===== src/rtl/alu_pkg.sv =====
// alu_pkg: shared instruction classes, sequencer states, field positions and op encoding for the ALU sequencer.
package alu_pkg;
  typedef enum logic [2:0] {
    C_NOP, C_ADDSUB, C_MUL, C_LOGIC, C_LSH, C_RSH, C_LDI, C_HALT
  } cls_e;
  typedef enum logic [2:0] {
    S_IDLE, S_FETCH, S_DECODE, S_OPND, S_EXEC, S_HALT
  } state_e;
  localparam int CLS_LSB = 13;
  localparam int RD_LSB  = 10;
  localparam int RS1_LSB = 7;
  localparam int RS2_LSB = 4;
  localparam int IMM_BIT = 3;
  // one-hot order follows the class codes: ADDSUB=bit0 .. RSH=bit4
  function automatic logic [4:0] op_onehot(cls_e c);
    return (c >= C_ADDSUB && c <= C_RSH) ? 5'(5'd1 << (c - C_ADDSUB)) : 5'd0;
  endfunction
endpackage


===== src/rtl/alu_decode.sv =====
// alu_decode: combinational split of an instruction word into class, register indices, params and operand kind.
module alu_decode
  import alu_pkg::*;
(
  input  logic [15:0] word_i,
  output cls_e        cls_o,
  output logic [2:0]  rd_o,
  output logic [2:0]  rs1_o,
  output logic [2:0]  rs2_o,
  output logic [3:0]  params_o,
  output logic [4:0]  op_o,
  output logic        needs_imm_o,
  output logic        reg_op_o
);
  assign cls_o    = cls_e'(word_i[CLS_LSB +: 3]);
  assign rd_o     = word_i[RD_LSB +: 3];
  assign rs1_o    = word_i[RS1_LSB +: 3];
  assign rs2_o    = word_i[RS2_LSB +: 3];
  assign params_o = word_i[3:0];
  assign op_o     = op_onehot(cls_o);
  // shifts use params as the amount, so only ADDSUB/MUL/LOGIC can take a literal operand
  assign needs_imm_o = cls_o == C_LDI ||
                       ((cls_o == C_ADDSUB || cls_o == C_MUL || cls_o == C_LOGIC) && word_i[IMM_BIT]);
  assign reg_op_o = op_o != 5'd0 && !needs_imm_o;
endmodule


===== src/rtl/alu_sequencer.sv =====
// alu_sequencer: fetch/decode/issue controller driving the 8x16 register ALU from program memory.
module alu_sequencer
  import alu_pkg::*;
#(
  parameter int AW          = 8,
  parameter bit HALT_ON_OVF = 1'b1
) (
  input  logic          CLK,
  input  logic          RST,
  input  logic          start,
  input  logic [AW-1:0] start_addr,
  output logic          fetch_req,
  output logic [AW-1:0] fetch_addr,
  input  logic          fetch_ack,
  input  logic [15:0]   fetch_data,
  output logic [2:0]    alu_operand1,
  output logic [2:0]    alu_operand2,
  output logic [2:0]    alu_result,
  output logic [5:0]    alu_operation,
  output logic [3:0]    alu_params,
  output logic          alu_immediate,
  output logic          alu_readbus,
  output logic [15:0]   alu_din,
  input  logic          alu_overflow,
  output logic          busy,
  output logic          halted,
  output logic [AW-1:0] pc
);
  state_e        state_q, state_d;
  logic [AW-1:0] pc_q, pc_d;
  logic [15:0]   ir_q, ir_d, din_q, din_d;
  cls_e          cls;
  logic [4:0]    op;
  logic          needs_imm, reg_op, exec;
  alu_decode u_dec (
    .word_i      (ir_q),
    .cls_o       (cls),
    .rd_o        (alu_result),
    .rs1_o       (alu_operand1),
    .rs2_o       (alu_operand2),
    .params_o    (alu_params),
    .op_o        (op),
    .needs_imm_o (needs_imm),
    .reg_op_o    (reg_op)
  );
  always_ff @(posedge CLK or posedge RST) begin
    if (RST) begin
      state_q <= S_IDLE;
      pc_q    <= '0;
      ir_q    <= '0;
      din_q   <= '0;
    end else begin
      state_q <= state_d;
      pc_q    <= pc_d;
      ir_q    <= ir_d;
      din_q   <= din_d;
    end
  end
  always_comb begin
    state_d = state_q;
    pc_d    = pc_q;
    ir_d    = ir_q;
    din_d   = din_q;
    case (state_q)
      S_IDLE, S_HALT: if (start) begin
        state_d = S_FETCH;
        pc_d    = start_addr;
      end
      S_FETCH: if (fetch_ack) begin
        ir_d    = fetch_data;
        pc_d    = pc_q + 1'b1;
        state_d = S_DECODE;
      end
      S_DECODE: state_d = cls == C_NOP ? S_FETCH : cls == C_HALT ? S_HALT : needs_imm ? S_OPND : S_EXEC;
      S_OPND: if (fetch_ack) begin
        din_d   = fetch_data;
        pc_d    = pc_q + 1'b1;
        state_d = S_EXEC;
      end
      S_EXEC: state_d = (HALT_ON_OVF && alu_overflow) ? S_HALT : S_FETCH;
      default: state_d = S_IDLE;
    endcase
  end
  always_comb begin
    exec          = state_q == S_EXEC;
    fetch_req     = state_q == S_FETCH || state_q == S_OPND;
    fetch_addr    = pc_q;
    alu_operation = exec ? {1'b1, op} : 6'd0;
    alu_immediate = exec && reg_op;
    alu_readbus   = exec && needs_imm;
    alu_din       = din_q;
    busy          = !(state_q == S_IDLE || state_q == S_HALT);
    halted        = state_q == S_HALT;
    pc            = pc_q;
  end
endmodule


===== config.mk =====
export PLATFORM = sky130hd
export DESIGN_NAME = alu_sequencer
export DESIGN_NICKNAME = d
export VERILOG_FILES = /design/src/rtl/alu_pkg.sv /design/src/rtl/alu_decode.sv /design/src/rtl/alu_sequencer.sv
export SDC_FILE = /design/constraint.sdc
export NUM_CORES = 1
export LEC_CHECK = 0
export CAP_MARGIN = 0
export CORE_MARGIN = 2
export CORE_UTILIZATION = 43
export DETAILED_ROUTE_END_ITERATION = 6
export PLACE_DENSITY = 0.79
export SLEW_MARGIN = 10
export SYNTH_ARGS = -nofsm -noshare
export SYNTH_HDL_FRONTEND = slang
export SYNTH_SLANG_ARGS = --single-unit

===== constraint.sdc =====
create_clock -name CLK -period 2.4 [get_ports CLK]
set_clock_uncertainty 0.2 [all_clocks]
set_input_delay 0.24 -clock CLK [delete_from_list [all_inputs] [get_ports CLK]]
set_output_delay 0.24 -clock CLK [all_outputs]
set_load 0.05 [all_outputs]

==> impl_metrics.prom <==
# TYPE chip_impl_metric gauge
chip_impl_info{name="outcome",value="finished, final reports clean"} 1
chip_impl_metric{name="yosys.area_share.simple",unit="%"} 13.1
chip_impl_info{name="tritoncts_clock_tree",value="built"} 1
chip_impl_info{name="cell_at_the_slowest_stage_of_the_critical_path",value="sky130_fd_sc_hd__dfrtp_2"} 1
chip_impl_metric{name="io_buffers",unit=""} 84
chip_impl_metric{name="chipHeight",unit="um"} 74.7
chip_impl_metric{name="yosysWarningCount",unit=""} 0
chip_impl_metric{name="critical_path_peak_fanout",unit=""} 12
chip_impl_metric{name="synthDistinctLibCells",unit=""} 43
chip_impl_metric{name="final_design_area_no_fill",unit="um^2"} 3150
chip_impl_metric{name="clock_tree.htree_level_count",unit=""} 2
chip_impl_metric{name="diodes_inserted",unit=""} 0
chip_impl_metric{name="synth.cell_area",unit="um^2"} 2150
chip_impl_metric{name="timing.fmax",unit="MHz"} 431
chip_impl_info{name="clock-root-buffer",value="sky130_fd_sc_hd__clkbuf_8"} 1
chip_impl_metric{name="placeableCoreArea",unit="um^2"} 4790
chip_impl_metric{name="synth_enable_flop_cells",unit=""} 0
chip_impl_metric{name="fin_nets",unit=""} 289
chip_impl_metric{name="drt_first_pass_iters",unit=""} 5
chip_impl_metric{name="maximum_number_of_pins_on_one_net_before_global_route_repair",unit=""} 44
chip_impl_info{name="synthMostInstantiatedCell",value="sky130_fd_sc_hd__dfrtp_1"} 1
chip_impl_metric{name="timing.reg2reg.setup_slack",unit="ps"} 310
chip_impl_metric{name="maxSlewViolCount",unit=""} 0
chip_impl_metric{name="final.hold.worst_slack",unit="ps"} 186
chip_impl_metric{name="vias",unit=""} 1677
chip_impl_info{name="yosys.area.top_type",value="sky130_fd_sc_hd__dfrtp_1"} 1
chip_impl_metric{name="worst-slew-pin-transition",unit="ps"} 583
chip_impl_info{name="reg2reg_from",value="state_q[2]$_DFFE_PP0P_"} 1
chip_impl_metric{name="crit_path_max_incr_delay",unit="ps"} 510
chip_impl_metric{name="initial_core_util",unit="%"} 44.9
chip_impl_metric{name="via_count_of_the_first_global_routing_pass",unit=""} 1765
chip_impl_info{name="worstSetupStartpointType",value="flop"} 1
chip_impl_metric{name="areaGrowthSynthToFinish",unit="%"} 46.7
chip_impl_metric{name="final_layout_size_suffix_gt1_share",unit="%"} 21.5
chip_impl_metric{name="globalplace.congestion",unit=""} 0.831
chip_impl_info{name="ys_top_cells_by_area",value="sky130_fd_sc_hd__dfrtp_1, sky130_fd_sc_hd__mux2_2, sky130_fd_sc_hd__mux2_1"} 1
chip_impl_info{name="crit_type",value="reg -> out"} 1
chip_impl_metric{name="path_clk_slew",unit="ps"} 80
chip_impl_metric{name="max_cap_violations",unit=""} 0
chip_impl_metric{name="antenna_found_initial",unit=""} 0
chip_impl_metric{name="syn-num-nets",unit=""} 215
chip_impl_info{name="synth_common_cells",value="sky130_fd_sc_hd__dfrtp_1, sky130_fd_sc_hd__mux2_2, sky130_fd_sc_hd__a21oi_1, sky130_fd_sc_hd__nand2_1, sky130_fd_sc_hd__nor2_1"} 1
chip_impl_metric{name="die_area",unit="um^2"} 5580
chip_impl_metric{name="wire_length_of_the_first_global_routing_pass",unit="um"} 7930
chip_impl_metric{name="route.antenna.remaining_nets",unit=""} 0
chip_impl_metric{name="synthDominantCellAreaShare",unit="%"} 50.1
chip_impl_metric{name="post_place_setup_slack",unit="ps"} 241
chip_impl_info{name="crit_chain",value="or3b_4 -> inv_2 -> nand2_1 -> nor3b_2 -> buf_12"} 1
chip_impl_metric{name="hold_viol",unit=""} 0
chip_impl_metric{name="crit_required",unit="ps"} 1960
chip_impl_metric{name="clock_tree.buffer_depth",unit=""} 2
chip_impl_info{name="worstSetupEndpointType",value="output pin"} 1
chip_impl_metric{name="routed_wire_length_per_instance",unit="um"} 15.0
chip_impl_metric{name="final_min_period_over_clock_period",unit="%"} 96.7
chip_impl_metric{name="post-route-min-period",unit="ps"} 2320
chip_impl_metric{name="clkSinkCount",unit=""} 43
chip_impl_metric{name="avgViaCountPerCell",unit=""} 5.13
chip_impl_info{name="dominant_combinational_cell_family_by_area_after_synthesis",value="multiplexers"} 1
chip_impl_info{name="timing.rr.end",value="fetch_addr[5]$_DFFE_PP0P_"} 1
chip_impl_metric{name="n_fill_cell",unit=""} 383
chip_impl_metric{name="synth_register_bits",unit=""} 43
chip_impl_metric{name="placement_cell_area",unit="um^2"} 3060
chip_impl_info{name="hold_path.class",value="in -> async"} 1
chip_impl_metric{name="floorplan.rows",unit=""} 25
chip_impl_metric{name="final-setup-viol-count",unit=""} 0
chip_impl_metric{name="async_reset_ff_share",unit="%"} 100
chip_impl_metric{name="design.portCount",unit=""} 85
chip_impl_metric{name="cts.repair_timing.setup_buffer_count",unit=""} 0
chip_impl_metric{name="syn_area_per_cell",unit="um^2"} 11.6
chip_impl_metric{name="drt-total-wl",unit="um"} 4900
chip_impl_metric{name="syn-instance-count",unit=""} 185
chip_impl_metric{name="first_iter_violations",unit=""} 114
chip_impl_metric{name="post_synth_fa_ha_maj_area_fraction",unit="%"} 0.582
chip_impl_metric{name="clk_latency",unit="ps"} 290
chip_impl_metric{name="final_critical_path_setup_slack",unit="ps"} 79.9
chip_impl_metric{name="cts_hold_buf",unit=""} 0
chip_impl_metric{name="worst-r2r-cell-count",unit=""} 4
chip_impl_metric{name="synth-compound-area-share",unit="%"} 11.8
chip_impl_metric{name="synth_sequential_area_ratio",unit="%"} 50.1
chip_impl_metric{name="synth.area.mux_share",unit="%"} 16.7
chip_impl_metric{name="gr-total-overflow",unit=""} 0
chip_impl_metric{name="hpwlAfterDp",unit="um"} 3510
chip_impl_metric{name="cts_buffers",unit=""} 5
chip_impl_metric{name="remaining_drc_errors",unit=""} 0
chip_impl_metric{name="grtUsageTotal",unit="%"} 18.9
chip_impl_info{name="yosys_most_used_dff",value="sky130_fd_sc_hd__dfrtp_1"} 1
chip_impl_metric{name="die_width",unit="um"} 74.7
chip_impl_metric{name="synth_xor_xnor_area_share",unit="%"} 0.408
chip_impl_metric{name="timing.slew.headroom",unit="%"} 60.1
chip_impl_metric{name="fin_tns_setup",unit="ps"} 0
chip_impl_metric{name="cp_data_arrival_time",unit="ps"} 1880
-- placed cells by master, fill, tap and decap left out, types with 3 or more instances in the layout --
master	n
sky130_fd_sc_hd__nor2_1	11
sky130_fd_sc_hd__a21oi_1	14
sky130_fd_sc_hd__and3_1	3
sky130_fd_sc_hd__buf_4	4
sky130_fd_sc_hd__o22ai_1	3
sky130_fd_sc_hd__clkbuf_8	5
sky130_fd_sc_hd__mux2_2	21
sky130_fd_sc_hd__dfrtp_1	41
sky130_fd_sc_hd__nand2_1	13
sky130_fd_sc_hd__mux2_1	10
sky130_fd_sc_hd__o21ai_0	6
sky130_fd_sc_hd__buf_12	9
sky130_fd_sc_hd__inv_1	3
sky130_fd_sc_hd__clkdlybuf4s50_1	73
-- registers in the layout, summed over array words and instances, names as in the netlist --
name and flops:
fetch_addr 8, alu_din 16, ir_q 16, state_q 3
-- layout make-up --
cell class	count	area, um^2	share of cell area, %
Clock buffer	5	68.8	2.18
Inverter	6	22.5	0.715
Clock inverter	3	23.8	0.755
Timing Repair Buffer	86	941	29.9
Sequential cell	43	1080	34.2
Tap cell	67	83.8	2.66
Multi-Input combinational cell	117	932	29.6
-- critical path, delay by kind of cell, from the launching register on --
kind	cells	cell delay [ps]
buffers and inverters	2	280
flip-flops	1	510
AND/OR/NAND/NOR	3	800
-- per-layer routing --
layer / track usage, % / wire, um / vias up
li1: - / - / 800
met1: 22.9 / 2040 / 810
met2: 29.0 / 2300 / 63
met3: 10.2 / 531 / 4
met4: 6.15 / 39 / 0
met5: 0 / 0 / -
-- metrics by stage --
step / instances / util [%]
final: 327 / 65.8
after global routing: 327 / 65.8
after CTS: 327 / 65.8
after detailed placement: 319 / 63.8
after global placement: 319 / 63.8
after floorplan: 185 / -
-- repair_timing --
action,4_1_cts,5_1_grt
hold endpoints to repair,0,0
setup endpoints to repair,0,3
resized for setup,0,2
-- cells by family (layout without fill, tap and decap cells) --
| logic type | count (synthesis) | after routing |
|---|---|---|
| AOI/OAI and AO/OA | 37 | 37 |
| and+or+nand+nor | 46 | 46 |
| muxes | 32 | 32 |
| DFF | 43 | 43 |
| adders and majority gates | 1 | 1 |
| xor gates and xnor gates | 1 | 1 |
| buffers and inverters | 25 | 100 |
-- how the worst max path moves through the flow --
stage | cells after the start | slack [ps] | end | startpoint
2_1_floorplan | 3 | -20 | alu_readbus | state_q[1]$_DFFE_PP0P_
3_3_place_gp | 4 | 270 | fetch_addr[5]$_DFFE_PP0P_ | state_q[2]$_DFFE_PP0P_
3_5_place_dp | 4 | 240 | fetch_addr[5]$_DFFE_PP0P_ | state_q[2]$_DFFE_PP0P_
4_1_cts | 5 | 4 | alu_operation[4] | state_q[0]$_DFFE_PP0P_
5_1_grt | 5 | -0.9 | alu_operation[4] | state_q[0]$_DFFE_PP0P_
6_report | 5 | 80 | alu_operation[4] | state_q[0]$_DFFE_PP0P_
Power is not shown: default switching activity piles up to over one toggle a cycle in this logic, so the estimate is an artifact.
